## src/rtl/alu_writeback_stage.sv

```systemverilog
// Execute/writeback stage feeding the 4-entry register file write port; MUL is an iterative shift-add.
// Optional write-port operand forwarding is enabled by defining ALU_WB_FORWARD_EN.
module alu_writeback_stage #(
    parameter int DATA_W     = 32,
    parameter int ADDR_W     = 2,
    parameter int MUL_CYCLES = 4
) (
    input  logic              clk,
    input  logic              reset,
    input  logic              in_valid,
    output logic              in_ready,
    input  logic [2:0]        alu_op,
    input  logic [DATA_W-1:0] src_a,
    input  logic [DATA_W-1:0] src_b,
    input  logic [ADDR_W-1:0] rs_a,
    input  logic [ADDR_W-1:0] rs_b,
    input  logic [ADDR_W-1:0] dest_reg,
    input  logic              wb_en,
    output logic [DATA_W-1:0] WriteData,
    output logic [ADDR_W-1:0] WriteReg,
    output logic              RegWrite,
    output logic              ovf,
    output logic              busy
);

    localparam int MUL_BITS = DATA_W / MUL_CYCLES;
    localparam int SH_W     = $clog2(DATA_W);
    localparam int CNT_W    = (MUL_CYCLES > 1) ? $clog2(MUL_CYCLES) : 1;
    localparam logic [CNT_W-1:0] CNT_LAST = CNT_W'(MUL_CYCLES - 1);

    localparam logic [2:0] OP_ADD = 3'b000;
    localparam logic [2:0] OP_SUB = 3'b001;
    localparam logic [2:0] OP_AND = 3'b010;
    localparam logic [2:0] OP_OR  = 3'b011;
    localparam logic [2:0] OP_XOR = 3'b100;
    localparam logic [2:0] OP_SLT = 3'b101;
    localparam logic [2:0] OP_SLL = 3'b110;
    localparam logic [2:0] OP_MUL = 3'b111;

    typedef enum logic {S_IDLE, S_MUL} state_t;

    state_t            state_q;
    logic [DATA_W-1:0] wdata_q;
    logic [ADDR_W-1:0] wreg_q;
    logic              regwrite_q;
    logic              ovf_q;
    logic [DATA_W-1:0] mcand_q;
    logic [DATA_W-1:0] mplier_q;
    logic [DATA_W-1:0] acc_q;
    logic [CNT_W-1:0]  cnt_q;
    logic [ADDR_W-1:0] mul_dest_q;
    logic              mul_wb_q;

    logic [DATA_W-1:0] op_a;
    logic [DATA_W-1:0] op_b;
    logic [DATA_W-1:0] alu_res;
    logic              alu_ovf;
    logic [DATA_W-1:0] acc_d;
    logic [DATA_W-1:0] pp [MUL_BITS];

`ifdef ALU_WB_FORWARD_EN
    // The register file still returns the old value while it is being written.
    assign op_a = (regwrite_q && (wreg_q == rs_a)) ? wdata_q : src_a;
    assign op_b = (regwrite_q && (wreg_q == rs_b)) ? wdata_q : src_b;
`else
    logic unused_rs;
    assign unused_rs = ^{rs_a, rs_b};
    assign op_a      = src_a;
    assign op_b      = src_b;
`endif

    always_comb begin
        alu_res = '0;
        alu_ovf = 1'b0;
        case (alu_op)
            OP_ADD: begin
                alu_res = op_a + op_b;
                alu_ovf = (op_a[DATA_W-1] == op_b[DATA_W-1]) &&
                          (alu_res[DATA_W-1] != op_a[DATA_W-1]);
            end
            OP_SUB: begin
                alu_res = op_a - op_b;
                alu_ovf = (op_a[DATA_W-1] != op_b[DATA_W-1]) &&
                          (alu_res[DATA_W-1] != op_a[DATA_W-1]);
            end
            OP_AND:  alu_res = op_a & op_b;
            OP_OR:   alu_res = op_a | op_b;
            OP_XOR:  alu_res = op_a ^ op_b;
            OP_SLT:  alu_res = {{(DATA_W-1){1'b0}}, ($signed(op_a) < $signed(op_b))};
            OP_SLL:  alu_res = op_a << op_b[SH_W-1:0];
            default: alu_res = '0;
        endcase
    end

    // One MUL iteration: partial products of the low MUL_BITS multiplier bits.
    genvar gi;
    generate
        for (gi = 0; gi < MUL_BITS; gi++) begin : g_pp
            assign pp[gi] = mplier_q[gi] ? (mcand_q << gi) : '0;
        end
    endgenerate

    always_comb begin
        acc_d = acc_q;
        for (int j = 0; j < MUL_BITS; j++) begin
            acc_d = acc_d + pp[j];
        end
    end

    always_ff @(posedge clk or negedge reset) begin
        if (!reset) begin
            state_q    <= S_IDLE;
            wdata_q    <= '0;
            wreg_q     <= '0;
            regwrite_q <= 1'b0;
            ovf_q      <= 1'b0;
            mcand_q    <= '0;
            mplier_q   <= '0;
            acc_q      <= '0;
            cnt_q      <= '0;
            mul_dest_q <= '0;
            mul_wb_q   <= 1'b0;
        end else begin
            regwrite_q <= 1'b0;
            case (state_q)
                S_IDLE: begin
                    if (in_valid) begin
                        if (alu_op == OP_MUL) begin
                            state_q    <= S_MUL;
                            mcand_q    <= op_a;
                            mplier_q   <= op_b;
                            acc_q      <= '0;
                            cnt_q      <= '0;
                            mul_dest_q <= dest_reg;
                            mul_wb_q   <= wb_en;
                            ovf_q      <= 1'b0;
                        end else begin
                            wdata_q    <= alu_res;
                            wreg_q     <= dest_reg;
                            regwrite_q <= wb_en;
                            ovf_q      <= alu_ovf;
                        end
                    end
                end
                S_MUL: begin
                    acc_q    <= acc_d;
                    mcand_q  <= mcand_q << MUL_BITS;
                    mplier_q <= mplier_q >> MUL_BITS;
                    cnt_q    <= cnt_q + CNT_W'(1);
                    if (cnt_q == CNT_LAST) begin
                        state_q    <= S_IDLE;
                        wdata_q    <= acc_d;
                        wreg_q     <= mul_dest_q;
                        regwrite_q <= mul_wb_q;
                        ovf_q      <= 1'b0;
                        acc_q      <= '0;
                    end
                end
                default: state_q <= S_IDLE;
            endcase
        end
    end

    assign in_ready  = (state_q == S_IDLE);
    assign busy      = (state_q == S_MUL);
    assign WriteData = wdata_q;
    assign WriteReg  = wreg_q;
    assign RegWrite  = regwrite_q;
    assign ovf       = ovf_q;

endmodule

```

## config.mk

```make
export PLATFORM = sky130hd
export DESIGN_NAME = alu_writeback_stage
export DESIGN_NICKNAME = d
export VERILOG_FILES = /design/src/rtl/alu_writeback_stage.sv
export SDC_FILE = /design/constraint.sdc
export NUM_CORES = 1
export LEC_CHECK = 0
export BUFFER_PORTS_ARGS = -buffer_cell sky130_fd_sc_hd__buf_2
export CAP_MARGIN = 10
export CORE_ASPECT_RATIO = 1.2
export CORE_UTILIZATION = 35
export CTS_CLUSTER_DIAMETER = 60
export CTS_CLUSTER_SIZE = 20
export DETAILED_ROUTE_END_ITERATION = 12
export MAX_ROUTING_LAYER = met4
export PLACE_DENSITY = 0.52
export SYNTH_ARGS = -nofsm -noshare
export SYNTH_HDL_FRONTEND = slang
export SYNTH_SLANG_ARGS = --single-unit
```

## constraint.sdc

```tcl
create_clock -name clk -period 13.5 [get_ports clk]
set_input_delay 0.675 -clock clk [delete_from_list [all_inputs] [get_ports clk]]
set_output_delay 0.675 -clock clk [all_outputs]
set_load 0.005 [all_outputs]
```

==> flow_summary.json <==
{
  "slew_headroom_pct": 22.9,
  "die_area_um2": 57700,
  "critPathKind": "reg -> reg",
  "critPathLaunchType": "flip-flop",
  "initial_utilization_pct": 35.4,
  "area_growth_pct": 8.28,
  "setup_tns_ns": 0,
  "setup_slack_ns": 7.10,
  "rsz0062_at_grt": "false",
  "wirelength_um": 76300,
  "drt-wirelength-per-cell_um": 23.4,
  "via_per_inst": 5.62,
  "numClockSinks": 138,
  "hold_viol_final": 0,
  "cts-root-buf": "clkbuf_16",
  "ctsResizeCount": 0,
  "grt_usage_pct": 27.8,
  "post-synth-top-count-cell": "nand2_1",
  "yosys-top-cells-count": "nand2_1 (362), inv_1 (348), a21oi_1 (205)",
  "drive_above_1_share_pct": 8.85,
  "cts_buffers": 17,
  "ys_seq_elements": 138,
  "power_density_nw_per_um2": 162,
  "synth_ff_type": "dfrtp_1",
  "slowest_stage": "dfrtp_1",
  "yosys.area.top_type": "fa_1",
  "num_vias": 18300,
  "max_stage_delay_ns": 1.10,
  "crit_top_cell": "fa_1",
  "cts_tree": "yes",
  "overflow": 0,
  "final_cells": 3257,
  "synthTopCellsByArea": "fa_1 (19%), dfrtp_1 (17%), ha_1 (8.6%)",
  "final_max_slew_viol_count": 0,
  "ctsLongestPathBuffers": 2,
  "netlist_instances": 2520,
  "place_ws_ns": 7.21,
  "firstDrtPassIters": 6,
  "syn_area_um2": 19800,
  "grt_pass1_wl_um": 117000,
  "required_ns": 13.81,
  "place_hpwl_um": 58700,
  "finalClockSkew_ns": 0.0125,
  "syn_area_per_cell_um2": 7.87,
  "cp.arrival_ns": 6.71,
  "pin_count": 115,
  "period_needed_ns": 6.40,
  "drt-initial-drc-count": 1315,
  "path_clk_slew_ns": 0.06,
  "setup-violations-final": 0,
  "grt_max_degree": 71,
  "io_buffer_count": 110,
  "coreArea_um2": 56000,
  "antenna_found_initial": 0,
  "utilization_pct": 38.4,
  "cp-end-kind": "flip-flop",
  "synthArstFlopShare_pct": 100,
  "nNetsFinal": 2919,
  "rows": 95,
  "diodes": 0,
  "hp-class": "in -> async",
  "synth_top_cell_area_share_pct": 19.1,
  "yosys_warnings": 0,
  "clock_latency_ns": 0.45,
  "synth_edf_count": 0,
  "postRouteAntennaNets": 0,
  "post-route-drc-count": 0,
  "leakage_uw": 0.0102,
  "ys_types": 80,
  "fmax_mhz": 156,
  "ir_drop_v": 0.0000801,
  "seq_area_frac_synth_pct": 17.4,
  "gp_congestion": 0.959,
  "status": "finished, final reports clean",
  "htree_num_levels": 4,
  "worstReg2RegStart": "mplier_q[4]",
  "ctsHoldBuffers": 0,
  "place_inst": 3224,
  "worst_slew_pin_slew_ns": 1.16,
  "crit_path_max_fanout": 29,
  "synth_fp_nets": 2922,
  "die_h_um": 263,
  "fp.dieW_um": 219,
  "drv_cap": 0,
  "grt_pass1_vias": 18600,
  "post_cts_buffers": 0,
  "crit_path_start": "mplier_q[4]",
  "crit_chain": "and2_1 -> fa_1 -> fa_1 -> fa_1 -> inv_1 -> fa_1 -> inv_1 -> ha_1 -> a21oi_1 -> o21ai_0 -> a22oi_1 -> a211oi_1 -> o31ai_1 -> nand2b_1 -> a21oi_1 -> o21ai_0 -> mux2i_1 -> o211ai_1",
  "fin_crit_sh_pct": 47.4
}
-- final cells by class --
class | instances | area [µm²]
Sequential cell | 138 | 3460
Inverter | 351 | 1320
Multi-Input combinational cell | 1865 | 14400
Tap cell | 727 | 910
Clock inverter | 13 | 95.1
Clock buffer | 19 | 443
Fill cell | 5845 | 34500
Timing Repair Buffer | 144 | 820
-- through the flow --
| stage | hold slack (ns) | instance area [µm²] | power [µW] |
|---|---|---|---|
| 6_report | 0.268 | 21500 | 3490 |
| 4_1_cts | 0.320 | 21500 | 3500 |
| 2_1_floorplan | 0.379 | 19800 | 2270 |
| 5_1_grt | 0.332 | 21500 | 3810 |
| 3_3_place_gp | 0.466 | 20900 | 3000 |
| 3_5_place_dp | 0.471 | 20900 | 3020 |
-- metal layers --
metal | wire length [µm] | vias up | share of wire, % | global-route usage (%)
li1 | - | 8360 | - | -
met1 | 33400 | 9197 | 44 | 36.5
met2 | 36600 | 637 | 48 | 44.4
met3 | 3550 | 117 | 4.7 | 2.38
met4 | 2830 | 0 | 3.7 | 10.1
met5 | 0 | - | 0 | -
-- placed cells by master (no fill, tap or decap), drive strengths merged, types with 19 or more instances in the layout --
cell type and n:
xnor2 42, o211ai 27, clkbuf 19, nand2 362, mux4 21, a211oi 30
o21ai 160, a21oi 206, dfrtp 138, nor2 179, a21o 24, buf 144
nor3 32, nand3 19, fa 189, and2 109, inv 351, ha 136
mux2i 29, a31oi 24
-- power by group --
part           switching, µW  internal [µW]
logic                   1330            819
clock network            209            240
registers                301            582
-- sequential cells by signal, summed over array words and instances (netlist names) --
name and flops:
ovf 1, mcand_q 32, mplier_q 32, mul_dest_q 2
busy 1, RegWrite 1, WriteReg 2, cnt_q 2
acc_q 32, WriteData 32, mul_wb_q 1
-- critical path: cells and delay by family, from the launching register on --
kind                       cells  cell delay, ns
adders and majority gates      5            2.33
AOI/OAI and AO/OA              8            2.03
DFF                            1            1.10
and+or+nand+nor                2            0.40
muxes                          1            0.27
buffers and inverters          2            0.10
-- logic make-up (layout without fill, tap and decap cells) --
family	Yosys count	in the layout	share of synthesized area [%]
simple gates	781	781	17.7
compound gates	652	652	21.0
buf+inv	517	527	9.91
fa+ha+maj	325	325	27.6
flops	138	138	17.4
mux	55	55	4.13
xor+xnor	52	52	2.30
-- worst paths after layout --
kind	endpoint	slack (ns)	depth (start not counted)
setup / recovery	WriteData[29]	7.10	18
hold / removal	WriteData[4]	0.27	1
setup reg to reg	WriteData[29]	7.10	18
hold reg to reg	acc_q[15]	0.48	2
max in group asynchronous	busy	11.61	2
min in group clk	mul_dest_q[0]	0.47	2
Note: power is estimated with default switching activity, not from simulation.
